$ cat src/rtl/mux_sel_seq.sv
// Select sequencer for the downstream 3:1 channel mux: auto stepping with a
// programmable dwell, or manual step/load control, with change/wrap strobes.
module mux_sel_seq #(
  parameter int NB_COUNT = 8
) (
  input  logic                e_clock,
  input  logic                e_reset,
  input  logic                e_enable,
  input  logic                e_mode,
  input  logic [NB_COUNT-1:0] e_dwell,
  input  logic                e_step,
  input  logic                e_load,
  input  logic [1:0]          e_manual_sel,
  output logic [1:0]          s_muxsel,
  output logic                s_sel_change,
  output logic                s_cycle_done,
  output logic [1:0]          s_state
);

  typedef enum logic [1:0] {
    ST_IDLE   = 2'd0,
    ST_AUTO   = 2'd1,
    ST_MANUAL = 2'd2
  } state_t;

  state_t              state_q, state_d;
  logic [NB_COUNT-1:0] cnt_q, cnt_d;
  logic [1:0]          sel_q, sel_d;
  logic                step_prev_q, step_prev_d;
  logic                chg_q, chg_d;
  logic                done_q, done_d;

  state_t              target;
  logic                adv;
  logic [1:0]          next_sel;

  always_ff @(posedge e_clock) begin
    if (e_reset) begin
      state_q     <= ST_IDLE;
      cnt_q       <= '0;
      sel_q       <= 2'b00;
      step_prev_q <= 1'b0;
      chg_q       <= 1'b0;
      done_q      <= 1'b0;
    end else begin
      state_q     <= state_d;
      cnt_q       <= cnt_d;
      sel_q       <= sel_d;
      step_prev_q <= step_prev_d;
      chg_q       <= chg_d;
      done_q      <= done_d;
    end
  end

  always_comb begin
    state_d     = state_q;
    cnt_d       = cnt_q;
    sel_d       = sel_q;
    step_prev_d = e_step;
    done_d      = 1'b0;
    adv         = 1'b0;
    target      = e_mode ? ST_MANUAL : ST_AUTO;
    next_sel    = (sel_q == 2'b10) ? 2'b00 : sel_q + 2'd1;

    if (!e_enable) begin
      state_d = ST_IDLE;
      cnt_d   = '0;
    end else if (state_q != target) begin
      // Entering from IDLE or switching modes: select is held, dwell restarts.
      state_d = target;
      cnt_d   = '0;
    end else if (state_q == ST_AUTO) begin
      // A counter beyond a freshly lowered dwell simply wraps through all-ones.
      if (cnt_q == e_dwell) begin
        cnt_d = '0;
        adv   = 1'b1;
      end else begin
        cnt_d = cnt_q + NB_COUNT'(1);
      end
    end else begin
      cnt_d = '0;
      if (e_load) begin
        if (e_manual_sel != 2'b11) sel_d = e_manual_sel;
      end else if (e_step && !step_prev_q) begin
        adv = 1'b1;
      end
    end

    if (adv) begin
      sel_d  = next_sel;
      done_d = (sel_q == 2'b10);
    end
    chg_d = (sel_d != sel_q);
  end

  assign s_muxsel     = sel_q;
  assign s_sel_change = chg_q;
  assign s_cycle_done = done_q;
  assign s_state      = state_q;

endmodule

$ cat config.mk
export PLATFORM = sky130hd
export DESIGN_NAME = mux_sel_seq
export DESIGN_NICKNAME = d
export VERILOG_FILES = /design/src/rtl/mux_sel_seq.sv
export SDC_FILE = /design/constraint.sdc
export NUM_CORES = 1
export LEC_CHECK = 0
export BUFFER_PORTS_ARGS = -buffer_cell sky130_fd_sc_hd__buf_4
export CELL_PAD_IN_SITES_DETAIL_PLACEMENT = 1
export CELL_PAD_IN_SITES_GLOBAL_PLACEMENT = 1
export CORE_MARGIN = 2
export CORE_UTILIZATION = 38
export CTS_CLUSTER_DIAMETER = 60
export DETAILED_ROUTE_END_ITERATION = 7
export GPL_TIMING_DRIVEN = 0
export PLACE_DENSITY = 0.89
export SYNTH_ARGS = -nofsm -noshare
export SYNTH_HDL_FRONTEND = slang
export SYNTH_SLANG_ARGS = --single-unit
export TNS_END_PERCENT = 5
$ cat constraint.sdc
create_clock -name e_clock -period 2.4 [get_ports e_clock]
set_clock_uncertainty 0.1 [all_clocks]
set_input_delay 0.48 -clock e_clock [delete_from_list [all_inputs] [get_ports e_clock]]
set_output_delay 0.48 -clock e_clock [all_outputs]
set_load 0.02 [all_outputs]
==> reports/summary.md, run 1 <==
Power per unit of standard cell area: 488.5 nW/µm². The number of clock buffers added by TritonCTS is 3. From left edge to right edge, the die measures 47.48 µm.

The run gives 15 as the floorplan row count. In this run, post-CTS repair resized a total of 0 instances. 0 antenna diodes ended up in the layout. STA puts the critical path data arrival time at 1.87 ns. The tool flagged a number of max-cap violations equal to 0.

The via density per instance works out to 5.128. Across all register-to-register paths, the minimum setup slack is 0.62 ns. The DRC violation count after routing was 0. The worst-path maximum fanout works out to 4. The average footprint of a synthesized cell is 9.576 µm², and the placer's final routability congestion estimate is 0.6981.

The area of the mapped netlist came out at 718.2 µm². The flow ran to the end, and the final reports show no timing, DRC or antenna violations. The pre-CTS setup slack was 0.3593 ns.

Yosys mapped a number of flops with a built-in enable equal to 0. Once layout is done, the placed cells without fillers occupy 933.4 µm². In this run the remaining antenna-violating nets after routing total 0. The netlist uses 24 different library cells. By instance count, the leading cell after synthesis is dfxtp_1. Setup total negative slack on the finished layout was measured at 0 ns. Synthesis inferred 15 register bits.

The number of nets in the synthesized netlist is 92. The run gives 41.81% as the proportion of synthesized chip area in sequential cells. The startpoint of the worst setup timing path was cnt_q[5].

At the pin with the least slew margin, the transition time is 0.3548 ns. On the critical path, the stage with the largest delay is an instance of nor4_1. After layout, the worst path uses 74.15% of the clock period. The tools report the number of max-slew violations in the final report as 0.

The cell at the root of the clock tree is clkbuf_4. For the number of hold-repair buffers added at the cts stage, the log shows 0. By area the synthesized netlist is led by dfxtp_1 42%, xor2_1 16%, nor2_1 4.7%.

The logs give 2254 µm² for the area of the die and 0.29 ns for the latest clock arrival within the worst-skew pair. For this run, asynchronously set or reset flops after synthesis account for 0%. Cell accounting for the most synthesized area: dfxtp_1. For the DRC marker count from the first detailed-route iteration, the log shows 10. For the placeable core region, the log shows 1745 µm². TritonCTS built the clock tree.

Summing all placed instances gives a cell area of 907.1 µm². The pre-antenna-repair detailed-routing pass consisted of 4 iterations. The overall track demand over capacity in global routing was 18.43%; the die height was 47.48 µm. The design draws 0.4560 mW. The logs give 676 for the via count of the first global-routing pass and 0.6204 ns for the smallest setup slack after layout.

The sink count of the clock tree is 15, and the maximum clock path buffer count is 2. Setup repair after global routing left no endpoint under its margin. The post-route netlist has 27.00% of its cells at a drive strength greater than 1. Buffers added to address setup during post-CTS repair amount to 0. From synthesis to final layout, the design area changed by 29.97%. The number of nets in the layout was 118; the final critical path time including I/O delays and setup was 1.780 ns.

The run gives 9 as the maximum number of pins on one net before global-route repair. For the overall overflow remaining after global route, the log shows 0. Pin placement for this block handled 22 I/O pins. The share of the synthesized area in the top cell type works out to 41.81%.

The worst setup path is launched from a flop. The count of buffers from port buffering came out at 21. Worst slew margin relative to its limit: 76.30%. Endpoint of the most critical register-to-register path: s_muxsel[0]. For the wire length of the first global-routing pass, the log shows 2884 µm. In this run the worst setup path terminates at s_muxsel[0]. In this run the static leakage power is 0.3910 nW.

Prevailing post-synth register cell: dfxtp_1. The min-delay analysis places its worst path in the category in -> reg. For the worst flop-to-flop path, the logic depth is 5.

For the worst setup path, the data required time is 2.49 ns. The run gives 0 as the final number of setup-violating endpoints. Dividing the detail-routed wire length by the instance count gives 14.18 µm. The number of hold violations in the final report came out at 0.

For this block, the via count after detailed routing is 641. By count the netlist is led by 15 x dfxtp_1, 13 x xor2_1, 9 x nor2_1. In this design, the stage delay of the slowest critical-path cell is 0.37 ns. Clock-pin slew was measured on the worst setup and hold paths at 0.09 ns. The count of synthesis-stage warnings from yosys was 0. In this run the critical register-to-register path is launched from cnt_q[5]. The endpoint kind of the worst setup timing path was a flop. The kind of critical path was reg -> reg.

The run gives 0 as the number of antenna violations at the first check in global routing. The signal on the critical path passes through xor2_1 -> nor4_1 -> a21oi_1 -> nand4bb_4 -> o32ai_2. The worst-case IR drop observed on VDD is 0.2647 mV. Effective utilization at floorplan: 41.15%. The routed design has 1773 µm of wire.

The logs give 1 for the number of H-tree levels and 561.9 MHz for the fmax. Counting every instance in the synthesized netlist gives 75.
-- final cells by class --
| class | instances | area [µm²] |
|---|---|---|
| clock buffers | 4 | 26.28 |
| fillers | 221 | 812.0 |
| inverters | 2 | 7.507 |
| multi-input cells | 58 | 410.4 |
| flip-flops and latches | 15 | 300.3 |
| well taps | 25 | 31.28 |
| repair buffers | 21 | 157.7 |
-- layer usage --
metal / track usage [%] / share of wire (%)
met3: 3.396 / 4.3
met4: 6.667 / 1.6
met5: 0 / 0
met2: 31.35 / 49
met1: 23.20 / 45
-- report_power, final --
group          leakage [nW]  total, mW  internal (mW)  switching [mW]
registers             0.121      0.255          0.252         0.00298
clock network        0.0150      0.148         0.0647          0.0832
logic                 0.255     0.0532         0.0303          0.0229
-- worst min-delay path by stage --
stage,start,to,cells after the start
final,e_reset,step_prev_q,2
after detailed placement,cnt_q[0],cnt_q[0],1
after floorplan,cnt_q[0],cnt_q[0],1
after global placement,cnt_q[0],cnt_q[0],1
after CTS,e_reset,step_prev_q,2
after global routing,e_reset,step_prev_q,2
-- cells by family (layout without fill, tap and decap cells) --
group | Yosys count | count (layout) | share of synthesized area, %
adder cells (fa/ha/maj) | 1 | 1 | 1.742
flip-flops | 15 | 15 | 41.81
AO/OA/AOI/OAI | 11 | 11 | 12.54
AND/OR/NAND/NOR | 32 | 32 | 25.79
buffers and inverters | 2 | 27 | 1.046
XOR/XNOR | 14 | 14 | 17.07
-- sequential cells by signal, indices dropped and copies added (netlist names) --
register,cells
s_cycle_done,1
s_state,2
s_muxsel,2
s_sel_change,1
step_prev_q,1
cnt_q,8
-- per-stage QoR --
stage	util, %	cells	hold slack [ns]
CTS	53.48	125	0.2888
global route	53.48	125	0.2981
floorplan	-	75	0.3584
detailed placement	51.97	121	0.4146
global placement	51.97	121	0.3891
finish	53.48	125	0.2850
-- cells in the final DEF, fill, tap and decap left out, drive strengths merged, types with 2 or more instances in the layout --
master  netlist  routed
a21oi         3       3
o32ai         2       2
inv           2       2
clkbuf        0       4
nor2          9       9
xor2         13      13
dfxtp        15      15
o22ai         3       3
nand2         5       5
nand3         5       5
and3          3       3
buf           0      21
nor4          2       2
-- critical path, delay by kind of cell (launching register included) --
family                    cells  cell delay, ns
and+or+nand+nor               2            0.66
xor gates and xnor gates      1            0.15
DFF                           1            0.36
AOI/OAI and AO/OA             2            0.43
No activity file was read; power rests on OpenSTA's default activity.
==> run 2, diff against run 1 <==
--- a/config.mk
+++ b/config.mk
@@ -9,11 +9,11 @@
 export CELL_PAD_IN_SITES_DETAIL_PLACEMENT = 1
 export CELL_PAD_IN_SITES_GLOBAL_PLACEMENT = 1
 export CORE_MARGIN = 2
-export CORE_UTILIZATION = 38
+export CORE_UTILIZATION = 32
 export CTS_CLUSTER_DIAMETER = 60
 export DETAILED_ROUTE_END_ITERATION = 7
 export GPL_TIMING_DRIVEN = 0
-export PLACE_DENSITY = 0.89
+export PLACE_DENSITY = 0.81
 export SYNTH_ARGS = -nofsm -noshare
 export SYNTH_HDL_FRONTEND = slang
 export SYNTH_SLANG_ARGS = --single-unit
==> constraint.sdc (replaced) <==
create_clock -name e_clock -period 1.59 [get_ports e_clock]
set_clock_uncertainty 0.1 [all_clocks]
set_input_delay 0.318 -clock e_clock [delete_from_list [all_inputs] [get_ports e_clock]]
set_output_delay 0.318 -clock e_clock [all_outputs]
set_load 0.02 [all_outputs]
==> run 2 against run 1 <==
Net effect:
- the run now ends with setup timing left
- via count down 1.7%
- critical path depth unchanged
- global-route usage down 2.2 points
- power increased by 53%
==> reports/summary.md, run 2 (same netlist as run 1, synthesis figures left out) <==
Row generation in the floorplan step produced 17 rows. Number of H-tree levels: 1. At the later pin of the worst-skew pair, clock insertion delay measures 0.28 ns. The cell count of the worst reg-to-reg path is 5, and the total vias in the final route is 630. The overall track demand over capacity in global routing came out at 16.20%. The DRC marker count from the first detailed-route iteration came out at 5. STA classifies the critical path endpoint as a flop.

The horizontal extent of the die was 51.38 µm; the number of flip-flops in the largest register was 8. The path class of the tightest hold or removal check is in -> reg. Clock-pin slew was measured on the worst setup and hold paths at 0.10 ns.

After detailed routing, the number of vias per cell comes to 4.884. The tools report the maximum number of pins on one net before global-route repair as 10. Timing analysis after detailed placement gives a worst setup slack of -0.2587 ns.

Cell at the root of the clock tree: clkbuf_4. TritonCTS built the clock tree. The count of nets left with antenna violations once routing finished came out at 0. In this run the power density over the cells is 698.5 nW/µm². The worst path in the final design needs a cycle of 1.636 ns, including I/O delays and setup. The via count of the first global-routing pass came out at 690. Ranked by flip-flop count, first place goes to cnt_q. The first detailed-routing pass ran for 3 iterations. For the worst setup path, the data arrival time is 1.74 ns. The run gives 0 as the number of max-slew violations in the final report.

The final reports fail on setup timing. The number of clock buffers added by TritonCTS is 3. Routability-driven placement finished with a final weighted congestion of 0.7192. The logs give 0 for the DRC violation count after routing and 33.10% for the effective utilization at floorplan. The first global-routing pass estimated 3153 µm of wire. The sink count of the clock tree came out at 15. The tools report the overall overflow remaining after global route as 0. For the pin with the worst max-slew slack, the measured transition is 0.4014 ns.

The die covers 2639 µm². The library cell used most frequently in the layout, excluding fill and tap cells, is buf_4. The run gives 45.91% as the core utilization of the finished layout. Headroom to the max-slew limit came out at 73.19%. The number of placed instances, taps included came out at 124. The clock passes through at most 2 buffers. The final layout contains routed wiring with a total length of 1779 µm.

The top cell types in the final layout, fill and taps aside, are 22 x buf_4, 12 x dfxtp_1, 11 x xor2_1. In the final routed layout, each cell accounts on average for 13.79 µm. Derived from the worst setup path, the maximum achievable clock frequency is 611.2 MHz. The smallest setup slack after layout was -0.04600 ns; the count of inserted antenna diode cells was 0. The worst-path maximum fanout came out at 4. Total buffers and inverters traversed by the critical path: 0. The slowest cell on the critical path was nor4_2. The filler-free cell count of the finished design was 129; the half-perimeter wire length after placement was 1277 µm. The tool flagged a number of max-cap violations equal to 0. The number of antenna violations at the first check in global routing is 0, and the leakage power total is 0.4060 nW. Of the cells placed in the final design, the portion with a size suffix greater than 1 is 37.62%.

The kind of cell with the highest combined delay along the critical path is simple AND/OR/NAND/NOR gates. The worst setup path is launched from a flop. Buffers placed on the I/O ports in this run total 21. After clock tree synthesis, the flow added hold-fix buffers numbering 0. The flow ran to the end, but the final reports show violations. After layout, the worst path uses 102.9% of the clock period. The tools report the number of nets in the layout as 119. Instance count along the most critical hold path: 2.

For the worst-case hold slack, the log shows 0.1305 ns. The tools report the maximum vdd ir drop as 0.3301 mV. For the number of hold violations in the final report, the log shows 0. Walking the worst path, the cells encountered are xor2_2 -> nor4_2 -> a21oi_2 -> nand4bb_4 -> o32ai_2.

The critical path in this run is classified as reg -> reg. Setup repair after global routing could not meet its margin everywhere. The layout overhead on the synthesized area was 38.68%; the placeable core region was 2170 µm².

The final number of setup-violating endpoints is 1, and the number of cells on the critical path is 5. At the worst endpoint, the required time is 1.69 ns. For this design the top-level I/O count stands at 22. In this design, the stage delay of the slowest critical-path cell is 0.38 ns. Counting the fill cells in the layout gives 269. The die height is 51.38 µm.
run 2: path summary, 6_finish.rpt:
check | endpoint | startpoint | slack, ns
min reg2reg | cnt_q[0] | cnt_q[0] | 0.41
max | s_muxsel[0] | cnt_q[6] | -0.05
min | step_prev_q | e_reset | 0.13
max reg2reg | s_muxsel[0] | cnt_q[6] | -0.05
run 2: worst register-to-register path: stages (launching register included):
cell and delay, ns:
dfxtp_2 0.34, xor2_2 0.14, nor4_2 0.38, a21oi_2 0.15, nand4bb_4 0.24, o32ai_2 0.21
run 2: final cells by class:
type                            count  area (µm²)  share of cell area [%]
Sequential cell                    15       304.0                   30.53
Clock inverter                      1       5.005                  0.5025
Inverter                            2       7.507                  0.7538
Multi-Input combinational cell     58       456.7                   45.85
Timing Repair Buffer               22       165.2                   16.58
Tap cell                           28       35.03                   3.518
Clock buffer                        3       22.52                   2.261
run 2: power breakdown:
part	leakage [nW]	switching [mW]	total [mW]	internal, mW
Combinational	0.265	0.0406	0.0897	0.0490
Clock	0.0177	0.128	0.221	0.0931
Sequential	0.123	0.00488	0.385	0.380
run 2: metrics by stage:
step | TNS [ns] | power [mW] | instance area (µm²)
floorplan | 0 | 0.4254 | 718.2
global placement | -1.246 | 0.4702 | 910.9
detailed placement | -1.567 | 0.4747 | 910.9
CTS | -0.02248 | 0.6998 | 975.9
global route | -0.8008 | 0.7317 | 996.0
finish | -0.04600 | 0.6957 | 996.0
run 2: routing by layer:
| metal | vias up | wire length, µm | share of wire, % | track usage, % |
|---|---|---|---|---|
| met5 | - | 0 | 0 | 0 |
| li1 | 312 | - | - | - |
| met3 | 2 | 67 | 3.8 | 2.339 |
| met1 | 303 | 764 | 43 | 20.14 |
| met4 | 0 | 27 | 1.5 | 6.579 |
| met2 | 13 | 919 | 52 | 27.78 |
run 2: timing repair:
action                     4_1_cts  5_1_grt
resized for setup                6        4
setup buffers                    1        0
pin swaps                        3        0
setup endpoints to repair       11       11
